File: src/rtl/activation_pkg.sv
// Shared types and helpers for the streaming activation layer.
package activation_pkg;

    typedef enum logic [1:0] {
        ACT_BYPASS = 2'd0,
        ACT_RELU   = 2'd1,
        ACT_LEAKY  = 2'd2,
        ACT_CLIP   = 2'd3
    } act_mode_t;

    typedef enum logic {
        ST_IDLE = 1'b0,
        ST_RUN  = 1'b1
    } frame_state_t;

    function automatic int unsigned beat_count(input int unsigned c, input int unsigned h,
                                               input int unsigned w, input int unsigned lanes);
        return (c * h * w) / lanes;
    endfunction

endpackage

File: src/rtl/act_lane.sv
// Single-element activation function: bypass, ReLU, leaky ReLU or clipped ReLU.
module act_lane
    import activation_pkg::*;
#(
    parameter int unsigned BITWIDTH   = 8,
    parameter int unsigned LEAK_SHIFT = 3
) (
    input  logic signed [BITWIDTH-1:0] i_x,
    input  act_mode_t                  i_mode,
    input  logic signed [BITWIDTH-1:0] i_clip_max,
    output logic signed [BITWIDTH-1:0] o_y
);

    logic signed [BITWIDTH-1:0] w_clip;
    logic                       w_neg;

    always_comb begin
        // A negative ceiling behaves as zero, so clipped output is never negative.
        w_clip = i_clip_max[BITWIDTH-1] ? '0 : i_clip_max;
        w_neg  = i_x[BITWIDTH-1];
        o_y    = i_x;
        case (i_mode)
            ACT_BYPASS: o_y = i_x;
            ACT_RELU:   if (w_neg) o_y = '0;
            ACT_LEAKY:  if (w_neg) o_y = i_x >>> LEAK_SHIFT;
            ACT_CLIP: begin
                if (w_neg)             o_y = '0;
                else if (i_x > w_clip) o_y = w_clip;
            end
            default:    o_y = i_x;
        endcase
    end

endmodule

File: src/rtl/activation_stream.sv
// Streaming activation layer: valid/ready beats, per-frame mode, two-stage pipeline.
// Optional zero-element statistics enabled by defining ACTIVATION_STATS_EN.
module activation_stream
    import activation_pkg::*;
#(
    parameter int unsigned BITWIDTH    = 8,
    parameter int unsigned LANES       = 4,
    parameter int unsigned DATACHANNEL = 3,
    parameter int unsigned DATAHEIGHT  = 28,
    parameter int unsigned DATAWIDTH   = 28,
    parameter int unsigned LEAK_SHIFT  = 3
) (
    input  logic                      clk,
    input  logic                      rst_n,
    input  logic [1:0]                mode,
    input  logic [BITWIDTH-1:0]       clip_max,
    input  logic                      in_valid,
    output logic                      in_ready,
    input  logic [BITWIDTH*LANES-1:0] in_data,
    output logic                      out_valid,
    input  logic                      out_ready,
    output logic [BITWIDTH*LANES-1:0] out_data,
    output logic                      out_last,
    output logic                      busy,
    output logic [31:0]               zero_count
);

    localparam int unsigned    BEATS   = beat_count(DATACHANNEL, DATAHEIGHT, DATAWIDTH, LANES);
    localparam int unsigned    CW      = $clog2(BEATS + 1);
    localparam logic [CW-1:0]  BEATS_C = CW'(BEATS);
    localparam int unsigned    DW      = BITWIDTH * LANES;

    frame_state_t        r_state;
    logic [CW-1:0]       r_cnt;
    act_mode_t           r_mode;
    logic [BITWIDTH-1:0] r_clip;
    logic                r_rdy_en;

    logic                r_s1_valid;
    logic                r_s1_last;
    logic [DW-1:0]       r_s1_data;
    act_mode_t           r_s1_mode;
    logic [BITWIDTH-1:0] r_s1_clip;

    logic                r_s2_valid;
    logic                r_s2_last;
    logic [DW-1:0]       r_s2_data;

    logic                w_s2_free;
    logic                w_accept;
    logic                w_first;
    logic                w_last;
    logic [CW-1:0]       w_cnt_next;
    act_mode_t           w_mode;
    logic [BITWIDTH-1:0] w_clip;
    logic [DW-1:0]       w_act;

    assign w_s2_free  = !r_s2_valid || out_ready;
    assign in_ready   = r_rdy_en && (!r_s1_valid || w_s2_free);
    assign w_accept   = in_valid && in_ready;
    assign w_first    = (r_state == ST_IDLE);
    assign w_cnt_next = w_first ? CW'(1) : r_cnt + 1'b1;
    assign w_last     = (w_cnt_next == BEATS_C);
    // The first beat of a frame uses the live controls; later beats use the latched copy.
    assign w_mode     = w_first ? act_mode_t'(mode) : r_mode;
    assign w_clip     = w_first ? clip_max : r_clip;

    always_ff @(posedge clk or negedge rst_n) begin
        if (!rst_n) begin
            r_state <= ST_IDLE;
            r_cnt   <= '0;
            r_mode  <= ACT_BYPASS;
            r_clip  <= '0;
        end else if (w_accept) begin
            if (w_first) begin
                r_mode <= w_mode;
                r_clip <= clip_max;
            end
            if (w_last) begin
                r_state <= ST_IDLE;
                r_cnt   <= '0;
            end else begin
                r_state <= ST_RUN;
                r_cnt   <= w_cnt_next;
            end
        end
    end

    always_ff @(posedge clk or negedge rst_n) begin
        if (!rst_n) begin
            r_rdy_en   <= 1'b0;
            r_s1_valid <= 1'b0;
            r_s1_last  <= 1'b0;
            r_s1_data  <= '0;
            r_s1_mode  <= ACT_BYPASS;
            r_s1_clip  <= '0;
            r_s2_valid <= 1'b0;
            r_s2_last  <= 1'b0;
            r_s2_data  <= '0;
        end else begin
            r_rdy_en <= 1'b1;
            if (w_accept) begin
                r_s1_valid <= 1'b1;
                r_s1_last  <= w_last;
                r_s1_data  <= in_data;
                r_s1_mode  <= w_mode;
                r_s1_clip  <= w_clip;
            end else if (w_s2_free) begin
                r_s1_valid <= 1'b0;
            end
            if (w_s2_free) begin
                r_s2_valid <= r_s1_valid;
                if (r_s1_valid) begin
                    r_s2_data <= w_act;
                    r_s2_last <= r_s1_last;
                end
            end
        end
    end

    for (genvar k = 0; k < LANES; k++) begin : g_lane
        act_lane #(
            .BITWIDTH  (BITWIDTH),
            .LEAK_SHIFT(LEAK_SHIFT)
        ) u_lane (
            .i_x       (r_s1_data[k*BITWIDTH +: BITWIDTH]),
            .i_mode    (r_s1_mode),
            .i_clip_max(r_s1_clip),
            .o_y       (w_act[k*BITWIDTH +: BITWIDTH])
        );
    end

    assign out_valid = r_s2_valid;
    assign out_data  = r_s2_data;
    assign out_last  = r_s2_last;
    assign busy      = (r_state == ST_RUN) || r_s1_valid || r_s2_valid;

`ifdef ACTIVATION_STATS_EN
    logic [31:0] r_zero_count;
    logic        r_new_frame;
    logic [31:0] w_zeros;

    always_comb begin
        w_zeros = '0;
        for (int unsigned j = 0; j < LANES; j++) begin
            if (r_s2_data[j*BITWIDTH +: BITWIDTH] == '0) w_zeros = w_zeros + 32'd1;
        end
    end

    // The total holds after the last beat and restarts on the next frame's first transfer.
    always_ff @(posedge clk or negedge rst_n) begin
        if (!rst_n) begin
            r_zero_count <= '0;
            r_new_frame  <= 1'b1;
        end else if (r_s2_valid && out_ready) begin
            r_zero_count <= r_new_frame ? w_zeros : r_zero_count + w_zeros;
            r_new_frame  <= r_s2_last;
        end
    end

    assign zero_count = r_zero_count;
`else
    assign zero_count = '0;
`endif

endmodule

File: config.mk
export PLATFORM = sky130hd
export DESIGN_NAME = activation_stream
export DESIGN_NICKNAME = d
export VERILOG_FILES = /design/src/rtl/activation_pkg.sv /design/src/rtl/act_lane.sv /design/src/rtl/activation_stream.sv
export SDC_FILE = /design/constraint.sdc
export NUM_CORES = 1
export LEC_CHECK = 0
export BUFFER_PORTS_ARGS = -buffer_cell sky130_fd_sc_hd__buf_4
export CORE_MARGIN = 2
export CORE_UTILIZATION = 40
export DETAILED_ROUTE_END_ITERATION = 10
export PLACE_DENSITY_LB_ADDON = 0.2
export SYNTH_ARGS = -nofsm -noshare
export SYNTH_HDL_FRONTEND = slang
export SYNTH_HIERARCHICAL = 1
export SYNTH_SLANG_ARGS = --single-unit
File: constraint.sdc
create_clock -name clk -period 3.15 [get_ports clk]
set_clock_uncertainty 0.05 [all_clocks]
set_input_delay 0.4725 -clock clk [delete_from_list [all_inputs] [get_ports clk]]
set_output_delay 0.4725 -clock clk [all_outputs]
set_load 0.05 [all_outputs]
==> impl_metrics.prom <==
# TYPE chip_impl_metric gauge
chip_impl_info{name="status",value="finished clean"} 1
chip_impl_metric{name="routed_wl",unit="µm"} 15900
chip_impl_metric{name="floorplan.die_area",unit="mm²"} 0.0174
chip_impl_info{name="clock_tree_from_tritoncts",value="done"} 1
chip_impl_info{name="synthTopCellsByCount",value="sky130_fd_sc_hd__nand2_1 (157), sky130_fd_sc_hd__dfrtp_1 (92), sky130_fd_sc_hd__a21oi_1 (56)"} 1
chip_impl_metric{name="cts-root-to-sink-buffers",unit=""} 2
chip_impl_metric{name="core_utilization_of_the_finished_layout",unit=""} 0.478
chip_impl_metric{name="timing.final.hold_violations",unit=""} 0
chip_impl_metric{name="leakage",unit="nW"} 3.51
chip_impl_metric{name="power.share.clock",unit=""} 0.192
chip_impl_info{name="rr_startpoint",value="r_s1_clip[7]$_DFFE_PN0P_"} 1
chip_impl_metric{name="power_density",unit="mW/mm²"} 775
chip_impl_metric{name="synth_cell_type_count",unit=""} 49
chip_impl_metric{name="final-setup-viol-count",unit=""} 0
chip_impl_metric{name="proportion_of_register_bits_with_asynchronous_set_or_reset_after_synthesis",unit=""} 1.00
chip_impl_metric{name="finalMaxSlewViolations",unit=""} 0
chip_impl_metric{name="placeableCoreArea",unit="mm²"} 0.0159
chip_impl_metric{name="worst_pin_slew",unit="ns"} 0.780
chip_impl_metric{name="cp.arrival",unit="ns"} 3.07
chip_impl_info{name="startpoint",value="r_s1_clip[7]$_DFFE_PN0P_"} 1
chip_impl_metric{name="first_iter_violations",unit=""} 508
chip_impl_metric{name="clkLatencyLatePin",unit="ns"} 0.35
chip_impl_metric{name="reg2regPathDepth",unit=""} 8
chip_impl_metric{name="grt_pass1_wl",unit="µm"} 26300
chip_impl_metric{name="antenna_cells_inserted",unit=""} 0
chip_impl_metric{name="initial_core_utilization",unit=""} 0.411
chip_impl_metric{name="route.detailed.wl_per_inst",unit="µm"} 15.3
chip_impl_metric{name="dp_hpwl",unit="µm"} 11400
chip_impl_metric{name="avgSynthCellArea",unit="µm²"} 8.71
chip_impl_metric{name="setup_total_negative_slack",unit="ns"} 0
chip_impl_info{name="unrepaired_setup_endpoints_after_global_routing",value="false"} 1
chip_impl_metric{name="io_buffer_count",unit=""} 81
chip_impl_metric{name="floorplan.die.width",unit="µm"} 132
chip_impl_info{name="category_of_the_worst_setup_path_capture_point",value="flip-flop"} 1
chip_impl_metric{name="synth-seq-area-share",unit=""} 0.351
chip_impl_metric{name="period_share",unit=""} 0.915
chip_impl_metric{name="drt_pass1_iterations",unit=""} 5
chip_impl_metric{name="power_total",unit="mW"} 5.90
chip_impl_info{name="rr_endpoint",value="out_data[10]$_DFFE_PN0P_"} 1
chip_impl_metric{name="achievable-frequency",unit="GHz"} 0.347
chip_impl_metric{name="post_cts_buffers",unit=""} 0
chip_impl_metric{name="dr_total_vias",unit=""} 5513
chip_impl_metric{name="cts_buffers",unit=""} 9
chip_impl_metric{name="antenna_violations_before_repair",unit=""} 0
chip_impl_metric{name="drtAntennaViolNets",unit=""} 0
chip_impl_info{name="criticalPathCategory",value="flip-flop to flip-flop"} 1
chip_impl_metric{name="max_slew_margin",unit=""} 0.480
chip_impl_metric{name="ff2ff_setup_slack",unit="ns"} 0.27
chip_impl_metric{name="drc",unit=""} 0
chip_impl_metric{name="floorplan.die.height",unit="µm"} 132
chip_impl_metric{name="synth_edf_count",unit=""} 0
chip_impl_metric{name="via_per_inst",unit=""} 5.29
chip_impl_metric{name="cell_internal_pwr",unit="mW"} 3.27
chip_impl_metric{name="tritoncts_num_sinks",unit=""} 92
chip_impl_metric{name="syn_area",unit="mm²"} 0.00656
chip_impl_info{name="synth_top_cells_by_area",value="sky130_fd_sc_hd__dfrtp_1 (35%), sky130_fd_sc_hd__nand2_1 (9.0%), sky130_fd_sc_hd__mux2_2 (7.4%), sky130_fd_sc_hd__ha_1 (5.5%), sky130_fd_sc_hd__a21oi_1 (4.3%)"} 1
chip_impl_metric{name="net-switching-power",unit="mW"} 2.64
chip_impl_metric{name="share_comb_of_total_power",unit=""} 0.495
chip_impl_metric{name="top_ports",unit=""} 114
chip_impl_info{name="cts-root-buf",value="sky130_fd_sc_hd__clkbuf_16"} 1
chip_impl_info{name="critical_path.endpoint",value="out_data[10]$_DFFE_PN0P_"} 1
chip_impl_metric{name="first_global_vias",unit=""} 5199
chip_impl_metric{name="clkTransAtPathRegs",unit="ns"} 0.06
chip_impl_metric{name="synthCells",unit=""} 753
chip_impl_metric{name="vdd_drop_max",unit="mV"} 0.368
chip_impl_info{name="synthMostInstantiatedCell",value="sky130_fd_sc_hd__nand2_1"} 1
chip_impl_metric{name="layout-drive-gt1-share",unit=""} 0.238
chip_impl_metric{name="gr-total-overflow",unit=""} 0
chip_impl_metric{name="synth.ff_latch_count",unit=""} 92
chip_impl_metric{name="final_nets",unit=""} 896
chip_impl_metric{name="grtUsageTotal",unit=""} 0.185
chip_impl_metric{name="final_weighted_congestion_in_routability_driven_placement",unit=""} 0.914
chip_impl_metric{name="finalWorstPathRequiredPeriod",unit="ns"} 2.88
chip_impl_metric{name="num_rows",unit=""} 46
chip_impl_info{name="start_kind",value="flip-flop"} 1
chip_impl_metric{name="max_cap_violations",unit=""} 0
chip_impl_info{name="synth_top_flop_cell",value="sky130_fd_sc_hd__dfrtp_1"} 1
chip_impl_info{name="netlist.top_cell.by_area",value="sky130_fd_sc_hd__dfrtp_1"} 1
chip_impl_metric{name="hold_buffers",unit=""} 0
chip_impl_metric{name="synthToLayoutAreaGrowth",unit="%"} 16.1
chip_impl_info{name="timing.hold.worst.class",value="input pin to async pin"} 1
chip_impl_metric{name="synthDominantCellAreaShare",unit=""} 0.351
chip_impl_metric{name="switching_share",unit=""} 0.447
chip_impl_metric{name="yosys_warnings",unit=""} 6
chip_impl_metric{name="seq_power_share",unit=""} 0.312
chip_impl_metric{name="worstPathRequired",unit="ns"} 3.34
chip_impl_metric{name="crit_path_max_fanout",unit=""} 29
chip_impl_metric{name="cts_h_tree_lvls",unit=""} 3
chip_impl_metric{name="grt_max_degree",unit=""} 60
## cells in the final DEF (no fill, tap or decap), drive strengths merged, types with 4 or more instances in the layout
cell type,instances
nand3,20
nor2,35
o21a,7
dfrtp,92
or4,4
nand2,157
nand2b,43
a211oi,20
a21o,13
or3,7
o32ai,4
or2,5
clkbuf,13
o21ai,42
buf,97
nand4b,4
nor2b,26
mux2,43
ha,29
or2b,4
a21oi,56
o221ai,12
nor4,13
o31ai,5
inv,13
conb,33
## state kept, by name, summed over array words and instances (netlist names), 2 cells and up
signal and cells:
r_mode 2, out_data 32, r_s1_mode 2, r_cnt 10
r_s1_data 32, r_s1_clip 8
## cell families (layout without fill, tap and decap cells)
family	after synthesis	after routing	share of synthesized area
flip-flops	92	92	0.351
multiplexers	46	46	0.0784
buffers and inverters	84	126	0.0715
other	2	33	0.00115
XOR/XNOR	3	3	0.00401
adder cells (fa/ha/maj)	29	29	0.0553
AND/OR/NAND/NOR	330	330	0.262
AO/OA/AOI/OAI	167	167	0.177
## per-layer routing
| layer | global-route usage | routed length, µm | vias to the layer above |
|---|---|---|---|
| met5 | 0 | 0 | - |
| met4 | 0.0652 | 244 | 0 |
| met3 | 0.0334 | 712 | 17 |
| met2 | 0.285 | 7320 | 146 |
| met1 | 0.262 | 7650 | 2655 |
| li1 | - | - | 2695 |
## stage by stage
step	hold slack (ns)	worst slack [ns]	area, µm²	instances
after floorplan	0.127	0.679	6680	784
after global placement	0.434	0.187	7270	1026
after detailed placement	0.423	0.0942	7270	1026
after CTS	0.168	0.0821	7580	1042
after global routing	0.193	0.0394	7620	1042
final	0.128	0.269	7620	1042
## what timing repair did
item,4_1_cts,5_1_grt
endpoints found under the hold margin,0,0
resized for setup,0,4
setup endpoints to repair,0,22
## worst max-delay path: stages, from the launching register on
cell and delay [ns]:
sky130_fd_sc_hd__dfrtp_1 0.61, sky130_fd_sc_hd__nand2b_1 0.30, sky130_fd_sc_hd__ha_1 0.36, sky130_fd_sc_hd__a21oi_1 0.09, sky130_fd_sc_hd__o32ai_1 0.42, sky130_fd_sc_hd__o31ai_4 0.18
sky130_fd_sc_hd__nor4_1 0.43, sky130_fd_sc_hd__a211oi_2 0.06, sky130_fd_sc_hd__mux2_2 0.27
## worst min-delay path by stage
stage                          start                       to  slack [ns]  cells after the start
6_report                       rst_n  out_data[7]$_DFFE_PN0P_        0.13                      1
5_1_grt                        rst_n  out_data[4]$_DFFE_PN0P_        0.19                      1
2_1_floorplan                  rst_n  out_data[0]$_DFFE_PN0P_        0.13                      0
3_5_place_dp   r_s1_last$_DFFE_PN0P_    r_s1_last$_DFFE_PN0P_        0.42                      2
4_1_cts                        rst_n  out_data[4]$_DFFE_PN0P_        0.17                      1
3_3_place_gp   r_s1_last$_DFFE_PN0P_    r_s1_last$_DFFE_PN0P_        0.43                      2
## power groups by stage
| stage | combinational [mW] | clock, mW | sequential, mW |
|---|---|---|---|
| after global placement | 2.85 | 0 | 1.86 |
| final | 2.92 | 1.14 | 1.84 |
| after global routing | 3.16 | 1.22 | 1.90 |
| after detailed placement | 2.90 | 0 | 1.87 |
| after CTS | 2.91 | 1.18 | 1.85 |
| after floorplan | 1.58 | 0 | 2.46 |
## layout make-up
class / count / area [µm²]
repair buffers: 97 / 741
multi-input cells: 608 / 3940
inverters: 13 / 48.8
well taps: 216 / 270
fillers: 1560 / 8330
clock inverters: 3 / 43.8
flip-flops and latches: 92 / 2300
clock buffers: 13 / 270
No activity file was read; power rests on OpenSTA's default activity.
